**src/rtl/dp_hpd_detector.sv**
```systemverilog
// rtl/dp_hpd_detector.sv - DP Hot Plug Detect qualifier (plug / unplug / IRQ / glitch)
//
// Ports:
//   clk         system clock, single domain
//   reset       synchronous active-high reset
//   HPD_Signal  raw HPD pin from the connector, asynchronous to clk
//   HPD_Detect  level, sink connected and qualified
//   HPD_IRQ     one-cycle pulse, valid sink IRQ seen while connected
module dp_hpd_detector #(
  parameter int CLK_FREQ_KHZ = 100000,
  parameter int T_PLUG       = 2 * CLK_FREQ_KHZ,
  parameter int T_IRQ_MIN    = CLK_FREQ_KHZ / 2,
  parameter int T_IRQ_MAX    = CLK_FREQ_KHZ,
  parameter int CNT_W        = $clog2(T_PLUG + 1)
) (
  input  logic clk,
  input  logic reset,
  input  logic HPD_Signal,
  output logic HPD_Detect,
  output logic HPD_IRQ
);

  typedef enum logic [1:0] {
    ST_DISCONNECTED = 2'd0,
    ST_PLUG_WAIT    = 2'd1,
    ST_CONNECTED    = 2'd2,
    ST_LOW_MEAS     = 2'd3
  } state_t;

  // Thresholds pre-cast to counter width so every compare is unsigned at CNT_W.
  localparam logic [CNT_W-1:0] L_PLUG_LAST = CNT_W'(T_PLUG - 1);
  localparam logic [CNT_W-1:0] L_IRQ_MIN   = CNT_W'(T_IRQ_MIN);
  localparam logic [CNT_W-1:0] L_IRQ_MAX   = CNT_W'(T_IRQ_MAX);
  localparam logic [CNT_W-1:0] L_CNT_ONE   = CNT_W'(1);
  localparam logic [CNT_W-1:0] L_CNT_MAX   = {CNT_W{1'b1}};

  logic             r_sync_meta;
  logic             r_sync;
  state_t           r_state;
  logic [CNT_W-1:0] r_cnt;
  logic             r_detect;
  logic             r_irq;

  logic             w_hpd_s;
  logic [CNT_W-1:0] w_cnt_inc;
  state_t           w_state_nxt;
  logic [CNT_W-1:0] w_cnt_nxt;
  logic             w_detect_nxt;
  logic             w_irq_nxt;

  // Two-flop synchroniser; the FSM only ever looks at the second stage.
  always_ff @(posedge clk) begin
    if (reset) begin
      r_sync_meta <= 1'b0;
      r_sync      <= 1'b0;
    end else begin
      r_sync_meta <= HPD_Signal;
      r_sync      <= r_sync_meta;
    end
  end

  assign w_hpd_s = r_sync;

  // Run-length counter never wraps, even if thresholds are misconfigured.
  assign w_cnt_inc = (r_cnt == L_CNT_MAX) ? r_cnt : r_cnt + L_CNT_ONE;

  always_comb begin
    w_state_nxt  = r_state;
    w_cnt_nxt    = r_cnt;
    w_detect_nxt = r_detect;
    w_irq_nxt    = 1'b0;

    unique case (r_state)
      ST_DISCONNECTED: begin
        w_detect_nxt = 1'b0;
        if (w_hpd_s) begin
          // This sample is the first of the qualifying high run.
          w_state_nxt = ST_PLUG_WAIT;
          w_cnt_nxt   = L_CNT_ONE;
        end else begin
          w_cnt_nxt   = '0;
        end
      end

      ST_PLUG_WAIT: begin
        w_detect_nxt = 1'b0;
        if (!w_hpd_s) begin
          // Any low sample restarts qualification from scratch.
          w_state_nxt = ST_DISCONNECTED;
          w_cnt_nxt   = '0;
        end else if (r_cnt >= L_PLUG_LAST) begin
          // This edge takes the T_PLUG-th consecutive high sample.
          w_state_nxt  = ST_CONNECTED;
          w_cnt_nxt    = '0;
          w_detect_nxt = 1'b1;
        end else begin
          w_cnt_nxt    = w_cnt_inc;
        end
      end

      ST_CONNECTED: begin
        w_detect_nxt = 1'b1;
        if (!w_hpd_s) begin
          w_state_nxt = ST_LOW_MEAS;
          w_cnt_nxt   = L_CNT_ONE;
        end else begin
          w_cnt_nxt   = '0;
        end
      end

      ST_LOW_MEAS: begin
        // Detect holds while the low run is still ambiguous between IRQ and unplug.
        if (!w_hpd_s) begin
          if (r_cnt >= L_IRQ_MAX) begin
            // Low run now exceeds the longest IRQ: the sink is gone.
            w_state_nxt  = ST_DISCONNECTED;
            w_cnt_nxt    = '0;
            w_detect_nxt = 1'b0;
          end else begin
            w_cnt_nxt    = w_cnt_inc;
          end
        end else begin
          // Run ended with r_cnt low samples; r_cnt <= T_IRQ_MAX holds here.
          w_state_nxt = ST_CONNECTED;
          w_cnt_nxt   = '0;
          w_irq_nxt   = (r_cnt >= L_IRQ_MIN);
        end
      end

      default: begin
        w_state_nxt  = ST_DISCONNECTED;
        w_cnt_nxt    = '0;
        w_detect_nxt = 1'b0;
      end
    endcase
  end

  always_ff @(posedge clk) begin
    if (reset) begin
      r_state  <= ST_DISCONNECTED;
      r_cnt    <= '0;
      r_detect <= 1'b0;
      r_irq    <= 1'b0;
    end else begin
      r_state  <= w_state_nxt;
      r_cnt    <= w_cnt_nxt;
      r_detect <= w_detect_nxt;
      r_irq    <= w_irq_nxt;
    end
  end

  assign HPD_Detect = r_detect;
  assign HPD_IRQ    = r_irq;

endmodule
```
**config.mk**
```make
export PLATFORM = sky130hd
export DESIGN_NAME = dp_hpd_detector
export DESIGN_NICKNAME = d
export VERILOG_FILES = /design/src/rtl/dp_hpd_detector.sv
export SDC_FILE = /design/constraint.sdc
export NUM_CORES = 1
export LEC_CHECK = 0
export BUFFER_PORTS_ARGS = -buffer_cell sky130_fd_sc_hd__buf_2
export CAP_MARGIN = 20
export CORE_MARGIN = 2
export CORE_UTILIZATION = 38
export DETAILED_ROUTE_END_ITERATION = 6
export PLACE_DENSITY = 0.54
export SKIP_LAST_GASP = 1
export SLEW_MARGIN = 15
export SYNTH_ARGS = -nofsm -noshare
export SYNTH_HDL_FRONTEND = slang
export SYNTH_SLANG_ARGS = --single-unit
```
**constraint.sdc**
```tcl
create_clock -name clk -period 1.9 [get_ports clk]
set_input_delay 0.38 -clock clk [delete_from_list [all_inputs] [get_ports clk]]
set_output_delay 0.38 -clock clk [all_outputs]
set_load 0.03 [all_outputs]
```
## Word level (Yosys, flattened, before mapping)

Cells that the tools add are included.

- Equality and inequality tests: 10
- Reductions and logical operators: 4
- $lt $le $gt $ge: 3
- $add $sub $neg: 1
- Mux-type cells: 20
- Bitwise gates (word level): 2

Operators by type and width:

| operator | count |
|---|---|
| $mux 18 | 5 |
| $pmux 18 s4 | 1 |
| $add 18x1->18 const B | 1 |
| $eq 18x18->1 const B | 1 |
| $ge 18x16->1 const B | 1 |
| $ge 18x17->1 const B | 1 |
| $ge 18x18->1 const B | 1 |
| $mux 2 | 6 |
| $ne 2x2->1 const B | 4 |
| $pmux 2 s4 | 1 |
| $mux 1 | 6 |
| $ne 3x3->1 const B | 2 |
| $eq 2x2->1 const B | 2 |
| $pmux 1 s4 | 1 |
| $reduce_and 4->1 | 1 |
| $reduce_or 3->1 | 1 |
| $eq 2x1->1 const B | 1 |
| $logic_not 2->1 | 1 |
| $not 1->1 | 2 |
| $reduce_and 2->1 | 1 |

- Output and inout port bits: 2
- Word-level logic and storage cells: 46
- Register bits after elaboration: 24
- Bits of input ports: 3

## Depth between registers and ports, before layout

Gate-level depths: netlist (run 1).

- Word-level depth: 5
- Depth in mapped cells: 7
- Gate-level depth less buffers: 6

## Worst setup path after synthesis (run 1)

No wires, ideal clock.

- Path type: register -> register
- From: register r_cnt[6]
- To: register r_cnt[3]
- Buffers on the path: 2
- Cell stages (with the launch flop): 8
- Arrival time: 1.682 ns
- Library setup time: 0.115 ns
- Data required time: 1.785 ns
- Slack: 0.103 ns
- Period minus slack after synthesis: 1.797 ns
- Cells stage by stage: dfxtp_1 buf_6 or4b_4 nor4_4 o21ai_2 a22oi_4 buf_4 nor2_1

- Word-level cells in the longest chain between the ends: 5
- Elaborated cells between the ends (all ways): 9
- Those cells by class: 2 x order compare; 1 x eq/ne; 6 x mux

RTL lines:

| element | RTL line | text |
|---|---|---|
| start: declaration | 40 | `logic [CNT_W-1:0] r_cnt;` |
| start signal: assignment | 146 | `r_cnt <= w_cnt_nxt;` |
| branches (longest 4 deep; another with $ge 18x17->1) | -- |  |
| $pmux 18 s4 (*) | 73 | `unique case (r_state)` |

Mark *: on every way between the ends.
A chain may end at the register's enable or synchronous reset.

==> results of run 1 <==
==> logic make-up after synthesis <==
logic type	count (synthesis)	share of synthesized area (%)
muxes	3	2.07
AOI/OAI and AO/OA	34	17.8
and+or+nand+nor	69	26.4
buffers and inverters	18	6.12
adders and majority gates	7	6.03
DFF	24	33.1
xor gates and xnor gates	14	8.45
==> metal layers <==
layer	up-vias	track usage [%]
met5	-	0
met4	0	7.03
met1	594	22.3
met2	13	26.9
li1	642	-
met3	4	2.04
==> worst max-delay path: cells and delay by family (launching register included) <==
kind,cells,cell delay [ns]
compound gates,2,0.27
simple gates,3,1.11
flops,1,0.36
==> power by group through the flow <==
stage	Combinational, mW	Clock, mW	Sequential [mW]
after floorplan	0.154	0	0.540
after global placement	0.189	0	0.543
after detailed placement	0.192	0	0.543
after CTS	0.193	0.305	0.531
after global routing	0.222	0.322	0.535
final	0.194	0.287	0.531
==> Yosys cell counts, types with 2 or more instances <==
| library cell | instances |
|---|---|
| dfxtp_1 | 24 |
| nor2b_1 | 2 |
| and2_1 | 3 |
| xor2_1 | 5 |
| nand3_1 | 5 |
| o2111ai_1 | 2 |
| a211oi_1 | 3 |
| o21ai_0 | 5 |
| o211ai_1 | 3 |
| inv_1 | 11 |
| xnor2_1 | 9 |
| and3_1 | 2 |
| ha_1 | 7 |
| a41oi_1 | 2 |
| nor2_1 | 20 |
| mux2i_1 | 3 |
| or3_1 | 4 |
| o41ai_1 | 2 |
| nand2_1 | 9 |
| a31oi_1 | 3 |
| clkbuf_1 | 2 |
| and4_1 | 2 |
| nor4_1 | 2 |
| nor3_1 | 5 |
| a21oi_1 | 5 |
| nand4_1 | 9 |
==> sequential cells by signal, summed over array words and instances, names as in the netlist, named ones only <==
name         count
r_cnt           18
r_state          1
r_sync           1
HPD_IRQ          1
HPD_Detect       1
r_sync_meta      1
==> worst paths after layout <==
path                     startpoint                endpoint  slack (ns)  depth (start not counted)
max             r_cnt[9]$_SDFF_PP0_               flip-flop         0.1                          5
max reg2reg     r_cnt[9]$_SDFF_PP0_               flip-flop         0.1                          5
min                      HPD_Signal  r_sync_meta$_SDFF_PP0_        0.33                          2
min reg2reg  r_sync_meta$_SDFF_PP0_       r_sync$_SDFF_PP0_        0.45                          1
==> area by class of cell <==
type | instances | area (um^2) | share of cell area (%)
multi-input cells | 127 | 896 | 54.2
flip-flops and latches | 24 | 480 | 29.1
repair buffers | 19 | 133 | 8.03
well taps | 48 | 60.1 | 3.64
clock buffers | 3 | 41.3 | 2.50
inverters | 11 | 41.3 | 2.50
==> per-stage QoR <==
step,cells,util (%),hold slack (ns),instance area (um^2),setup TNS [ns]
4_1_cts,232,44.7,0.321,1640,0
2_1_floorplan,169,-,0.414,1450,0
5_1_grt,232,45.1,0.330,1650,-0.0245
3_5_place_dp,229,43.6,0.432,1600,0
6_report,232,45.1,0.327,1650,0
3_3_place_gp,229,43.6,0.425,1600,0
==> flow_summary.ini, run 1 <==
[power_and_ir_drop]
seqPwrFrac_pct = 52.5
netSwitchingPower_mw = 0.279
pwr-share-clk_pct = 28.3
intPower_mw = 0.733
peakVddDrop_mv = 0.275
switching_share_pct = 27.6
power_mw = 1.01
p_leak_nw = 0.597
pwr-share-comb_pct = 19.2
powerDensity_nw_per_um2 = 613

[sta]
slew_violations = 0
skew_ns = 0.00379
fmax_ghz = 0.554
setup_viol = 0
layout_min_cycle_time_ns = 1.80
finalWorstSetupSlack_ns = 0.0964
rsz0062_at_grt = yes
hold_viol = 0
worst_pin_slew_ns = 0.333
min_period_over_period_pct = 94.9
relSlewSlack_pct = 77.5

[floorplan]
start_util_pct = 39.6
rows = 22
dieArea_um2 = 4330
die_w_um = 65.8
pin_count = 5
dieHeight_um = 65.8
fp.coreArea_um2 = 3660

[place]
detailed_place_hpwl_um = 2400
io_buffers = 4
pre_cts_ws_ns = 0.103
place_congestion = 0.911

[clocking]
clock_path_buffers = 2
cts_setup_buffers = 0
cts_buffers = 3
clk_pin_slew_worst_paths_ns = 0.08
ctsHoldBuffers = 0
cts_resized = 0
cts-root-buf = clkbuf_8
clk_latency_ns = 0.26
cts_tree = built
h-tree-depth = 1
cts_num_sinks = 24

[final_layout]
final_common_cell = dfxtp_1
drive_above_1_share_pct = 16.8
fillers = 383
final_cell_mix = dfxtp_1 (24), nor2_1 (19), buf_4 (15)
syn2layout_area_growth_pct = 13.8
diodes = 0
nets = 196

[routing]
vias_per_cell = 5.40
met2_length_um = 1500
drc = 0
routed.top_layer = met4
wl_per_cell_um = 13.6
drt-pass1-iter-count = 4
totalWireLength_um = 3150
m1WireLength_um = 1570
detail-route-antenna-nets = 0
wl_met3_um = 45
vias = 1253
drtIter0Drc = 50

[global_routing]
grtUsageTotal_pct = 16.6
grt_pass1_wl_um = 5620
gr-total-overflow = 0
antenna_found_initial = 0
grt_max_degree = 13
grt_pass1_vias = 1194

[synth]
ys_seq_area_share_pct = 33.1
synth_top_flop_cell = dfxtp_1
ys_warn_count = 0
synth_area_leader_cell = dfxtp_1
synth-edff-count = 0
syn_inst = 169
syn-num-nets = 179
yosysUniqueCellTypes = 46
synth.top_cell.area_share_pct = 33.1
synthArstFlopShare_pct = 0
syn_area_per_cell_um2 = 8.59
synth-seq-cells = 24
synth_area_um2 = 1450
synthTopCellsByArea = dfxtp_1 (33%), ha_1 (6.0%), xnor2_1 (5.4%)

[setup_path]
end_kind = flip-flop
crit_chain = or4b_4, nor4_4, o21ai_2, or3_1, a21oi_1
start_kind = flip-flop
cp_max_fo = 5
cp.arrival_ns = 2.00
worst-setup-path-type = flip-flop to flip-flop
cpMaxStageDelayCell = or4b_4
cpPeakStageDelay_ns = 0.56
cp.required_ns = 2.10

[job]
maxCapViolations = 0

[worst_hold_path]
hold_path.class = input pin to flip-flop

[status]
status = finished clean
No activity file was read; power rests on OpenSTA's default activity.
==> run 2: changes to the inputs <==
- PLACE_DENSITY: 0.54 -> 0.52
- clock period: 1.9 -> 1.95 ns (I/O delays scaled with it)
==> run 2 against run 1 <==
  * Sequential power decreased by 2%
  * Count of clock-buffer cells in the layout is the same
  * Fmax grew 1.0%
  * Worst hold slack better by 0.012 ns
  * Critical path type unchanged
  * Highest routed layer unchanged
==> flow_summary.ini, run 2 (synthesis results as in run 1) <==
[clocking]
clk_pin_slew_worst_paths_ns = 0.08
cts_tree = built
h-tree-depth = 1
clk_latency_ns = 0.26
cts-root-buf = clkbuf_8
cts_buffers = 3
clock_path_buffers = 2
cts_num_sinks = 24

[sta]
fmax_ghz = 0.560
min_period_over_period_pct = 91.6
tns_ns = 0
relSlewSlack_pct = 76.1
worst_pin_slew_ns = 0.358
hold_viol = 0
skew_ns = 0.00341
setup_viol = 0
rsz0062_at_grt = no
slew_violations = 0
layout_min_cycle_time_ns = 1.79

[setup_path]
cp_max_fo = 5
end_kind = flip-flop
reg2regPathDepth = 5
crit_family = simple AND/OR/NAND/NOR gates
cpMaxStageDelayCell = or4b_4
crit_chain = or4b_4, nor4_4, o21ai_2, or3_1, a21oi_1
cp.required_ns = 2.15
cp.arrival_ns = 1.99
cp_num_buf_inv = 0
cpPeakStageDelay_ns = 0.55
worst-setup-path-type = flip-flop to flip-flop
r2r_setup_slack_ns = 0.16
r2r_start = r_cnt[9]$_SDFF_PP0_
start_kind = flip-flop

[final_layout]
fillers = 380
nets = 190
final_common_cell = dfxtp_1
seqCellArea_um2 = 480
final_core_util_pct = 44.3
finalInstanceArea_um2 = 1620
final_cell_mix = dfxtp_1 (24), nor2_1 (19), inv_1 (11)
multiInputGateArea_um2 = 898
syn2layout_area_growth_pct = 11.7
drive_above_1_share_pct = 14.0
largest-register = r_cnt
diodes = 0
final_cells = 226
largest_register_ffs = 18

[global_routing]
grt_pass1_wl_um = 5530
grt_max_degree = 18
gr-total-overflow = 0
grt_pass1_vias = 1257
grtUsageTotal_pct = 16.7
antenna_found_initial = 0

[power_and_ir_drop]
powerDensity_nw_per_um2 = 624
peakVddDrop_mv = 0.309
p_leak_nw = 0.575
power_mw = 1.01

[floorplan]
rows = 22
dieHeight_um = 65.8
start_util_pct = 39.6
dieArea_um2 = 4330
fp.coreArea_um2 = 3660
pin_count = 5
die_w_um = 65.8

[place]
dp_cells = 223
place_congestion = 0.754
detailed_place_hpwl_um = 2350
place_area_um2 = 1560
io_buffers = 4

[routing]
vias = 1231
vias_per_cell = 5.45
drtIter0Drc = 56
totalWireLength_um = 3160
drt-pass1-iter-count = 4
detail-route-antenna-nets = 0
wl_per_cell_um = 14.0
drc = 0

[worst_hold_path]
min_path_cells = 2
hold_path.class = input pin to flip-flop
min-delay-start = reset

[job]
maxCapViolations = 0

[status]
status = finished clean
run 2: cell types whose count changed in the layout (fill, tap and decap cells not counted), sizes merged:
cell / delta
buf: -6
run 2: layer usage:
metal / vias to the layer above / track usage [%] / share of wire (%)
met2: 18 / 29.3 / 50
met3: 5 / 2.04 / 3.2
met5: - / 0 / 0
li1: 631 / - / -
met1: 577 / 20.4 / 46
met4: 0 / 6.77 / 1.4
run 2: stage by stage:
stage / hold slack (ns) / worst slack [ns]
after detailed placement: 0.438 / 0.0388
final: 0.340 / 0.164
after floorplan: 0.414 / 0.153
after CTS: 0.332 / 0.00421
after global routing: 0.361 / 0.0278
after global placement: 0.420 / 0.160
run 2: worst register-to-register path: cells and delay by family (launching register included):
kind	cells	cell delay (ns)
simple gates	3	1.09
flops	1	0.35
compound gates	2	0.28
run 2: repair_timing:
action	in CTS	in global routing
gates resized for setup	0	4
setup buffers	0	0
hold buffers	0	0
endpoints found under the setup margin	0	21
run 2: worst max path at each step:
stage | start | end | slack [ns] | cells after the start
6_report | r_cnt[9]$_SDFF_PP0_ | flip-flop | 0.16 | 5
5_1_grt | r_cnt[13]$_SDFF_PP0_ | r_cnt[0]$_SDFF_PP0_ | 0.03 | 5
4_1_cts | r_cnt[15]$_SDFF_PP0_ | r_state[0]$_SDFFE_PP0P_ | 0.004 | 5
3_5_place_dp | r_cnt[15]$_SDFF_PP0_ | r_state[0]$_SDFFE_PP0P_ | 0.04 | 5
3_3_place_gp | r_cnt[7]$_SDFF_PP0_ | r_state[0]$_SDFFE_PP0P_ | 0.16 | 5
2_1_floorplan | r_cnt[6]$_SDFF_PP0_ | r_cnt[12]$_SDFF_PP0_ | 0.15 | 7
run 2: final cells by class:
cell class / count / share of cell area [%]
tap: 48 / 3.70
sequential: 24 / 29.6
inverter: 11 / 2.55
timing repair buffer: 13 / 6.17
multi-input combinational: 127 / 55.4
clock buffer: 3 / 2.55
run 2: power by group:
part	switching, mW	internal [mW]	total [mW]
Clock	0.155	0.138	0.293
Sequential	0.0148	0.504	0.519
Combinational	0.120	0.0794	0.200
==> run 3: changes to the inputs <==
- ABC_AREA: unset -> 1
==> run 3 against run 2 <==
  * Final cell count increased by 23%
  * Combinational power is 25% higher
  * Power is 12% higher
  * Count of clock-buffer cells in the layout is 1 higher
  * Register-to-register slack improved by 0.03 ns
  * Highest routed layer unchanged
==> flow_summary.ini, run 3 <==
[floorplan]
fp.coreArea_um2 = 3970
pin_count = 5
rows = 23
dieArea_um2 = 4620
dieHeight_um = 68.0
start_util_pct = 39.2
die_w_um = 68.0

[power_and_ir_drop]
power_mw = 1.13
peakVddDrop_mv = 0.224
powerDensity_nw_per_um2 = 674
p_leak_nw = 0.628

[synth]
ys_seq_area_share_pct = 30.9
syn_area_per_cell_um2 = 7.04
synth.top_cell.area_share_pct = 30.9
synthTopCellsByArea = dfxtp_1 (31%), nand2_1 (9.9%), xor2_1 (7.3%)
yosysUniqueCellTypes = 23
synth_area_leader_cell = dfxtp_1
synth_area_um2 = 1560
synth_common_cells = nand2_1 (41), nor2_1 (29), inv_1 (28)
synthArstFlopShare_pct = 0
ys_warn_count = 0
syn-num-nets = 231
syn_inst = 221
synthMostInstantiatedCell = nand2_1
synth-seq-cells = 24
synth-edff-count = 0
synth_top_flop_cell = dfxtp_1

[setup_path]
r2r_start = r_cnt[1]$_SDFF_PP0_
cp.arrival_ns = 1.92
worst-setup-path-type = flip-flop to flip-flop
cp.required_ns = 2.11
critPathCapture = r_cnt[0]$_SDFF_PP0_
r2r-end = r_cnt[0]$_SDFF_PP0_
cp_max_fo = 8
startpoint = r_cnt[1]$_SDFF_PP0_
reg2regPathDepth = 12
end_kind = flip-flop
start_kind = flip-flop
r2r_setup_slack_ns = 0.19

[sta]
slew_violations = 0
relSlewSlack_pct = 73.4
setup_viol = 0
hold_ws_ns = 0.298
skew_ns = 0.00340
fmax_ghz = 0.569
layout_min_cycle_time_ns = 1.76
worst_pin_slew_ns = 0.396
hold_viol = 0
rsz0062_at_grt = no
tns_ns = 0
min_period_over_period_pct = 90.2

[clocking]
cts_buffers = 3
clk_latency_ns = 0.26
ctsHoldBuffers = 0
cts_tree = built
cts_setup_buffers = 0
cts_resized = 0
cts-root-buf = clkbuf_8
clk_pin_slew_worst_paths_ns = 0.08
clock_path_buffers = 2
h-tree-depth = 1
cts_num_sinks = 24

[routing]
vias = 1334
drtIter0Drc = 89
vias_per_cell = 4.80
wl_per_cell_um = 11.4
totalWireLength_um = 3170
drc = 0
drt-pass1-iter-count = 4
detail-route-antenna-nets = 0

[job]
maxCapViolations = 0

[final_layout]
drive_above_1_share_pct = 16.2
final_cells = 278
largest_register_ffs = 18
fillers = 416
largest-register = r_cnt
final_core_util_pct = 42.2
diodes = 0
nets = 239
final_common_cell = nand2_1
final_cell_mix = nand2_1 (41), nor2_1 (29), inv_1 (28)
syn2layout_area_growth_pct = 7.64

[place]
dp_cells = 274
detailed_place_hpwl_um = 2540
place_congestion = 0.817
io_buffers = 4

[global_routing]
grt_max_degree = 18
antenna_found_initial = 0
grt_pass1_vias = 1207
gr-total-overflow = 0
grtUsageTotal_pct = 15.5
grt_pass1_wl_um = 5440

[status]
status = finished clean

[worst_hold_path]
hold_path.class = input pin to flip-flop
## run 3: changes by cell type in the layout (fill, tap and decap cells not counted), sizes merged, moves of 9 or more
| cell | before | now |
|---|---|---|
| nand3 | 5 | 15 |
| inv | 11 | 30 |
| nand2 | 9 | 46 |
| nor2 | 20 | 38 |
| xnor2 | 9 | 0 |
| a21oi | 5 | 22 |
## run 3: layout make-up
cell class,instances,area (um^2),share of cell area (%)
Inverter,31,116,6.95
Sequential cell,24,480,28.7
Tap cell,50,62.6,3.74
Timing Repair Buffer,6,35.0,2.09
Clock buffer,4,55.1,3.29
Multi-Input combinational cell,163,925,55.2
## run 3: report_power, final
group          switching [mW]  leakage, nW  total (mW)  internal (mW)
clock                   0.152       0.0288       0.332          0.180
combinational           0.158        0.405       0.250         0.0924
sequential             0.0263        0.194       0.546          0.520
total                   0.336        0.628        1.13          0.792
## run 3: cell families (layout without fill, tap and decap cells)
group                      count (synthesis)  in the layout  synth area share [%]
and+or+nand+nor                          112            112                  34.6
buffers and inverters                     34             41                  9.65
AOI/OAI and AO/OA                         31             31                  11.9
DFF                                       24             24                  30.9
xor gates and xnor gates                  13             13                  7.32
adders and majority gates                  7              7                  5.63
## run 3: how the worst min path moves through the flow
| stage | start | end | slack [ns] | cells past startpoint |
|---|---|---|---|---|
| floorplan | r_sync_meta$_SDFF_PP0_ | r_sync$_SDFF_PP0_ | 0.39 | 2 |
| global placement | r_sync_meta$_SDFF_PP0_ | r_sync$_SDFF_PP0_ | 0.39 | 2 |
| detailed placement | r_sync_meta$_SDFF_PP0_ | r_sync$_SDFF_PP0_ | 0.40 | 2 |
| CTS | reset | r_sync$_SDFF_PP0_ | 0.29 | 2 |
| global route | reset | r_sync$_SDFF_PP0_ | 0.30 | 2 |
| finish | reset | r_sync$_SDFF_PP0_ | 0.30 | 2 |
## run 3: worst max-delay path, cell delays in order (launching register included)
cell      delay [ns]
dfxtp_1         0.38
ha_1            0.21
nand2_1         0.08
inv_1           0.12
nand2_2         0.09
nor2_2          0.14
inv_2           0.05
nor2_2          0.12
nand2_2         0.14
clkinv_1        0.14
nand2_1         0.07
nand3_1         0.06
a21oi_1         0.06
## run 3: per-layer routing
layer | share of wire, % | track usage, % | wire [um] | up-vias
li1 | - | - | - | 717
met3 | 4.4 | 1.97 | 140 | 6
met2 | 43 | 24.9 | 1370 | 34
met1 | 50 | 21.0 | 1590 | 577
met4 | 2.2 | 5.75 | 69 | 0
met5 | 0 | 0 | 0 | -
## run 3: per-stage QoR
step,area [um^2],setup slack [ns]
final,1670,0.191
after global routing,1670,0.0396
after CTS,1670,0.200
after detailed placement,1620,0.216
after global placement,1620,0.277
after floorplan,1560,0.395
